`src/rtl/barrett_reduce_pipe.sv`:
```
// Multi-cycle Barrett reduction: remainder = x mod m using one shared (WIDTH+1)x(WIDTH+1) multiplier.
// Optional quotient output enabled by defining BARRETT_QUOTIENT_OUT_EN.
module barrett_reduce_pipe #(
  parameter int WIDTH = 32,
  parameter int KW    = 6
) (
  input  logic                 sys_clk,
  input  logic                 sys_rst,
  input  logic                 in_valid,
  output logic                 in_ready,
  input  logic [2*WIDTH-1:0]   x,
  input  logic [WIDTH-1:0]     m,
  input  logic [KW-1:0]        k_len,
  input  logic [WIDTH:0]       mu,
  output logic                 out_valid,
  input  logic                 out_ready,
  output logic [WIDTH-1:0]     remainder,
  output logic                 out_err
`ifdef BARRETT_QUOTIENT_OUT_EN
  ,
  output logic [WIDTH:0]       quotient
`endif
);

  localparam int PW = 2*WIDTH + 2;
  localparam int RW = 2*WIDTH + 1;

  typedef enum logic [2:0] {IDLE, MUL1, MUL2, SUB, CORR, DONE} state_t;

  state_t               state_q, state_d;
  logic [2*WIDTH-1:0]   x_q, x_d;
  logic [WIDTH-1:0]     m_q, m_d;
  logic [WIDTH:0]       mu_q, mu_d;
  logic [KW-1:0]        k_q, k_d;
  logic [WIDTH:0]       q1_q, q1_d;
  logic [PW-1:0]        prod_q, prod_d;
  logic [RW-1:0]        r_q, r_d;
  logic [WIDTH-1:0]     rem_q, rem_d;
  logic                 err_q, err_d;
`ifdef BARRETT_QUOTIENT_OUT_EN
  logic [WIDTH:0]       q3_q, q3_d;
  logic [WIDTH:0]       quo_q, quo_d;
  logic [1:0]           cnt;
`endif

  logic [KW-1:0]        sh1;
  logic [KW:0]          sh2;
  logic [WIDTH:0]       q3;
  logic [WIDTH:0]       mul_a, mul_b;
  logic [PW-1:0]        prod;
  logic [RW-1:0]        m1x, m2x, m3x;
  logic                 accept;

  always_comb begin
    state_d = state_q;
    x_d     = x_q;
    m_d     = m_q;
    mu_d    = mu_q;
    k_d     = k_q;
    q1_d    = q1_q;
    prod_d  = prod_q;
    r_d     = r_q;
    rem_d   = rem_q;
    err_d   = err_q;
`ifdef BARRETT_QUOTIENT_OUT_EN
    q3_d    = q3_q;
    quo_d   = quo_q;
    cnt     = 2'd0;
`endif

    in_ready = !sys_rst && ((state_q == IDLE) || (state_q == DONE && out_ready));
    accept   = in_valid && in_ready;

    sh1 = k_len - KW'(1);
    sh2 = {1'b0, k_q} + (KW+1)'(1);
    q3  = (WIDTH+1)'(prod_q >> sh2);

    // The one multiplier: q1*mu in MUL1, q3*m in MUL2.
    mul_a = (state_q == MUL1) ? q1_q : q3;
    mul_b = (state_q == MUL1) ? mu_q : {1'b0, m_q};
    prod  = PW'(mul_a) * PW'(mul_b);

    m1x = RW'(m_q);
    m2x = m1x << 1;
    m3x = m1x + m2x;

    case (state_q)
      MUL1: begin
        prod_d  = prod;
        state_d = MUL2;
      end
      MUL2: begin
        prod_d  = prod;
`ifdef BARRETT_QUOTIENT_OUT_EN
        q3_d    = q3;
`endif
        state_d = SUB;
      end
      SUB: begin
        r_d     = RW'({2'b00, x_q} - prod_q);
        state_d = CORR;
      end
      CORR: begin
        err_d = (r_q >= m3x);
        if (r_q < m1x) begin
          rem_d = WIDTH'(r_q);
        end else if (r_q < m2x) begin
          rem_d = WIDTH'(r_q - m1x);
`ifdef BARRETT_QUOTIENT_OUT_EN
          cnt   = 2'd1;
`endif
        end else begin
          rem_d = WIDTH'(r_q - m2x);
`ifdef BARRETT_QUOTIENT_OUT_EN
          cnt   = 2'd2;
`endif
        end
`ifdef BARRETT_QUOTIENT_OUT_EN
        quo_d   = q3_q + (WIDTH+1)'(cnt);
`endif
        state_d = DONE;
      end
      DONE: begin
        if (out_ready) state_d = IDLE;
      end
      default: state_d = IDLE;
    endcase

    // Acceptance overrides the IDLE/DONE exit so back-to-back sets go straight to MUL1.
    if (accept) begin
      x_d     = x;
      m_d     = m;
      mu_d    = mu;
      k_d     = k_len;
      q1_d    = (WIDTH+1)'(x >> sh1);
      state_d = MUL1;
    end
  end

  always_ff @(posedge sys_clk) begin
    if (sys_rst) begin
      state_q <= IDLE;
      rem_q   <= '0;
      err_q   <= 1'b0;
`ifdef BARRETT_QUOTIENT_OUT_EN
      quo_q   <= '0;
`endif
    end else begin
      state_q <= state_d;
      rem_q   <= rem_d;
      err_q   <= err_d;
`ifdef BARRETT_QUOTIENT_OUT_EN
      quo_q   <= quo_d;
`endif
    end
  end

  always_ff @(posedge sys_clk) begin
    x_q    <= x_d;
    m_q    <= m_d;
    mu_q   <= mu_d;
    k_q    <= k_d;
    q1_q   <= q1_d;
    prod_q <= prod_d;
    r_q    <= r_d;
`ifdef BARRETT_QUOTIENT_OUT_EN
    q3_q   <= q3_d;
`endif
  end

  assign out_valid = (state_q == DONE);
  assign remainder = rem_q;
  assign out_err   = err_q;
`ifdef BARRETT_QUOTIENT_OUT_EN
  assign quotient  = quo_q;
`endif

endmodule

```
`config.mk`:
```
export PLATFORM = sky130hd
export DESIGN_NAME = barrett_reduce_pipe
export DESIGN_NICKNAME = d
export VERILOG_FILES = /design/src/rtl/barrett_reduce_pipe.sv
export SDC_FILE = /design/constraint.sdc
export NUM_CORES = 2
export LEC_CHECK = 0
export ABC_AREA = 1
export CAP_MARGIN = 20
export CORE_MARGIN = 2
export CORE_UTILIZATION = 45
export CTS_CLUSTER_DIAMETER = 80
export DETAILED_ROUTE_END_ITERATION = 10
export HOLD_SLACK_MARGIN = 0.12
export REMOVE_ABC_BUFFERS = 1
export SYNTH_ARGS = -nofsm -noshare
export SYNTH_HDL_FRONTEND = slang
export SYNTH_SLANG_ARGS = --single-unit
```
`constraint.sdc`:
```
create_clock -name sys_clk -period 12.1 [get_ports sys_clk]
set_input_delay 2.42 -clock sys_clk [delete_from_list [all_inputs] [get_ports sys_clk]]
set_output_delay 2.42 -clock sys_clk [all_outputs]
set_load 0.01 [all_outputs]
```
# Word-level counts from Yosys, hierarchy flattened

Cells that the tools add are included.

Register bits: 335
Output and inout port bits: 35
Logic and storage cells: 45

Add/sub/neg operators: 6
$lt $le $gt $ge: 3
Reductions and logical operators: 8
Multiplexer cells: 7
$mul: 1
Shift-type cells: 2
Equal/unequal tests: 7

Operator list:

| kind                                             | count |
|---|---|
| multiplier 33 x 33 -> 66 bit                     | 1 |
| two-way mux 33 bit                               | 2 |
| >> shifter 66 x 7 -> 33 bit                      | 1 |
| greater-or-equal comparator 65 x 34 -> 1 bit     | 1 |
| less-than comparator 65 x 32 -> 1 bit            | 1 |
| less-than comparator 65 x 33 -> 1 bit            | 1 |
| subtractor 64 x 65 -> 65 bit                     | 1 |
| two-way mux 32 bit                               | 2 |
| >> shifter 64 x 6 -> 33 bit                      | 1 |
| subtractor 32 bit                                | 2 |
| adder 32 x 33 -> 34 bit                          | 1 |
| case mux 3 bit (5 select lines)                  | 1 |
| adder 6 x 1 -> 7 bit, second input constant      | 1 |
| == test 3 x 2 -> 1 bit, second input constant    | 2 |
| == test 3 bit, second input constant             | 2 |
| subtractor 6 x 1 -> 6 bit, second input constant | 1 |
| OR reduction 2 bit                               | 2 |
| == test 3 x 1 -> 1 bit, second input constant    | 1 |
| logical AND 1 bit                                | 3 |
| zero test 3 bit                                  | 1 |
| two-way mux 3 bit                                | 1 |
| != test 3 x 1 -> 1 bit, second input constant    | 1 |
| != test 2 x 1 -> 1 bit, second input constant    | 1 |
| zero test 1 bit                                  | 1 |
| 2 further kinds                                  | 2 |

# Depth between registers and ports, before layout

Depth after elaboration: 6
Mapped depth: 43
Depth with buffers taken out: 41

# Least setup slack after synthesis

Ideal clock, no wire load.

Path type: reg-to-reg
Start: register k_q[0]
End: register prod_q[61] (data pin)
Data required time: 11.848 ns
Path buffers: 3
Clock period less this slack: 7.785 ns
Arrival time: 7.532 ns
Cell stages (with the launch flop): 40
Slack: 4.315 ns
Setup time: 0.252 ns
Cells stage by stage: edfxtp_1 buf_6 buf_4 o21ai_0 nand2_1 nand3_1 nand3_1 nand3_1 o21ai_1 nand2_1 nand3_2 nand2_2 buf_4 nor2_1 fa_1 inv_1 fa_1 inv_1 [4 not listed] fa_1 fa_1 fa_1 inv_1 fa_1 inv_1 ha_1 nand2_1 nor2_1 inv_1 nor3_1 nand2_1 nand3_1 nand2_1 nand2_1 nand3_1 nand3_1 nand2_1

Word-level cells in the longest chain between the ends: 4

RTL lines:

| what                         | RTL line | RTL |
|---|---|---|
| from (decl)                  | 34       | `logic [KW-1:0] k_q, k_d;` |
| from (signal assigned)       | 162      | `k_q <= k_d;` |
| adder 6 x 1 -> 7 bit         | 75       | `sh2 = {1'b0, k_q} + (KW+1)'(1);` |
| >> shifter 66 x 7 -> 33 bit  | 76       | `q3 = (WIDTH+1)'(prod_q >> sh2);` |
| two-way mux 33 bit           | 79       | `mul_a = (state_q == MUL1) ? q1_q : q3;` |
| multiplier 33 x 33 -> 66 bit | 81       | `prod = PW'(mul_a) * PW'(mul_b);` |
| net prod[61]                 | 50       | `logic [PW-1:0] prod;` |
| to (signal assigned)         | 164      | `prod_q <= prod_d;` |
| to (decl)                    | 36       | `logic [PW-1:0] prod_q, prod_d;` |

The timed path passes the listed nets, and every way through them passes these cells.
A chain may end at the register's enable or synchronous reset.

# Worst setup path after layout

Start: register k_q[1]
End: register prod_q[48] (data pin)

Same word-level chain as after synthesis.

==> qor.txt <==
Drt pass-1 iters - 7
Design area - 73000 µm²
Final clock skew - 0.0217 ns
Initial core utilization - 0.452
H-tree levels - 2
Register clock-pin slew on the reported worst setup and hold paths - 0.06 ns
Synth cell types - 53
Worst setup SP type - flip-flop
Hold Crit Class - flip-flop to flip-flop
First-pass GRT wire length - 423000 µm
Post-cts gate resize count - 0
Post-synth top cells - nand2_1, inv_1, nand3_1, nor2_1, fa_1
Worst path arrival time - 10.68 ns
Share of cells above drive strength 1 - 0.0377
Setup TNS - 0 ns
CTS buffer count - 46
Final hold viol count - 0
Site Rows - 142
R2r worst-path depth - 32
RSZ-0062 raised after global routing - no
CTS tree - done
Wire per inst - 25.7 µm
Yosys top cell area share - 0.285
Critical path's slowest cell - o21ai_0
Area delta synth->final - 7.86%
Register area share after synthesis - 0.143
CTS root buffer - clkbuf_16
Netlist Area Pre-Place - 67700 µm²
Top FF cell, synth - edfxtp_1
DR vias - 64103
Worst slew pin tran - 1.17 ns
Routability Congestion - 1.04
Worst Path Required - 12.50 ns
Final Setup Violations - 0
Pins over their slew limit - 0
Hold_ws - 0.468 ns
Most used cell, CP - fa_1
CTS Sinks - 335
Avg Inst Size Synth - 7.34 µm²
FFs w/ async S/R, synth - 0
Drt initial violations - 7030
Via count of the first global-routing pass - 63484
Hold Buf Count CTS - 0
Total global routing overflow - 0
Slowest stage delay, CP - 0.67 ns
Die height - 392 µm
Dpl cells - 11180
Max clock buf depth - 3
HPWL after detailed placement - 239000 µm
Largest net degree at the start of global routing - 130
DRC - 0
EDFF count, synth - 299
# IOs - 174
Top-count cell post-synth - nand2_1
Antenna violations before repair - 12
Fin cells - 11270
Slew HR - 0.221
Final Cycle Share - 0.850
Tot GR Track Use - 0.378
Die Width - 392 µm
FMAX - 97.3 MHz
IO buf count - 173
Cells after synthesis - 9224
Area of the core - 150000 µm²
Synth area leader - fa_1
Max FO, Critical Path - 49
Via density - 5.69
Fillcell total - 15398
Setup repair bufs after CTS - 0
Post-layout min period - 10.28 ns
Clk_lat worst skew - 0.64 ns
Placed cell area - 71400 µm²
Fin nets - 10773
Area of the die - 154000 µm²
Outcome - finished, final reports clean
Yosys reg bits - 335
Antenna Nets Post-Route - 0
Crit end category - flip-flop
Max Cap Viol - 0
Synth top area cells - fa_1, edfxtp_1, nand2_1
WHS Path Cells - 2
Drt total wl - 289000 µm
Worst setup path category - flip-flop to flip-flop
Ys Warns - 0
-- critical path, delay by kind of cell (launching register included) --
family	cells	cell delay, ns
buffers and inverters	7	1.32
AND/OR/NAND/NOR	12	2.30
flip-flops	1	0.40
AO/OA/AOI/OAI	4	1.41
adder cells (fa/ha/maj)	9	4.55
-- registers in the layout (all words and copies together) (netlist names), 3 cells and up --
signal / count
k_q: 6
m_q: 32
mu_q: 33
prod_q: 66
q1_q: 33
r_q: 65
remainder: 32
state_q: 3
x_q: 64
-- final timing paths --
path | start | end | slack, ns
max | k_q[1]$_DFFE_PP_ | prod_q[48]$_DFFE_PP_ | 1.82
min | remainder[2]$_SDFFE_PP0N_ | remainder[2]$_SDFFE_PP0N_ | 0.47
max reg2reg | k_q[1]$_DFFE_PP_ | prod_q[48]$_DFFE_PP_ | 1.82
min reg2reg | remainder[2]$_SDFFE_PP0N_ | remainder[2]$_SDFFE_PP0N_ | 0.47
-- cell type report --
type / count / area [µm²] / area share
antenna: 5 / 12.5 / 0.000171
clock buffer: 59 / 1310 / 0.0179
clock inverter: 26 / 265 / 0.00363
inverter: 1802 / 6770 / 0.0927
multi-input combinational: 6713 / 49600 / 0.679
sequential: 335 / 9700 / 0.133
tap: 2016 / 2520 / 0.0346
timing repair buffer: 314 / 2850 / 0.0390
-- metrics by stage --
stage / utilization / setup slack, ns
floorplan: - / 1.52
global placement: 0.477 / 1.99
detailed placement: 0.477 / 1.96
finish: 0.488 / 1.82
global route: 0.488 / 1.17
CTS: 0.488 / 1.98
-- logic make-up (layout without fill, tap and decap cells) --
family	after synthesis	after routing	synth area share
buffers and inverters	2176	2201	0.126
adders and majority gates	1422	1422	0.370
and+or+nand+nor	4156	4156	0.259
muxes	38	38	0.00562
AOI/OAI and AO/OA	943	943	0.0768
other	0	5	0
xor gates and xnor gates	154	154	0.0199
DFF	335	335	0.143
-- metal layers --
layer / part of all wire / track usage / up-vias
met5: 0.00024 / 0 / -
met4: 0.056 / 0.180 / 10
met3: 0.095 / 0.0781 / 659
met2: 0.43 / 0.571 / 3257
met1: 0.42 / 0.516 / 31398
li1: - / - / 28779
-- placed cells by master, fill, tap and decap left out, types with 47 or more instances in the layout --
cell,Yosys,routed
inv_1,1778,1776
ha_1,460,460
nand2_1,1799,1797
o21ai_1,62,63
edfxtp_1,299,299
nor2_1,1027,1025
buf_4,23,136
xor2_1,119,116
fa_1,962,962
clkdlybuf4s50_1,0,172
nor3_1,48,47
nand4_1,48,48
o21ai_0,346,337
a21oi_1,367,367
clkbuf_16,0,50
nand3_1,1118,1118
Power is not shown: default switching activity piles up to over one toggle a cycle in this logic, so the estimate is an artifact.
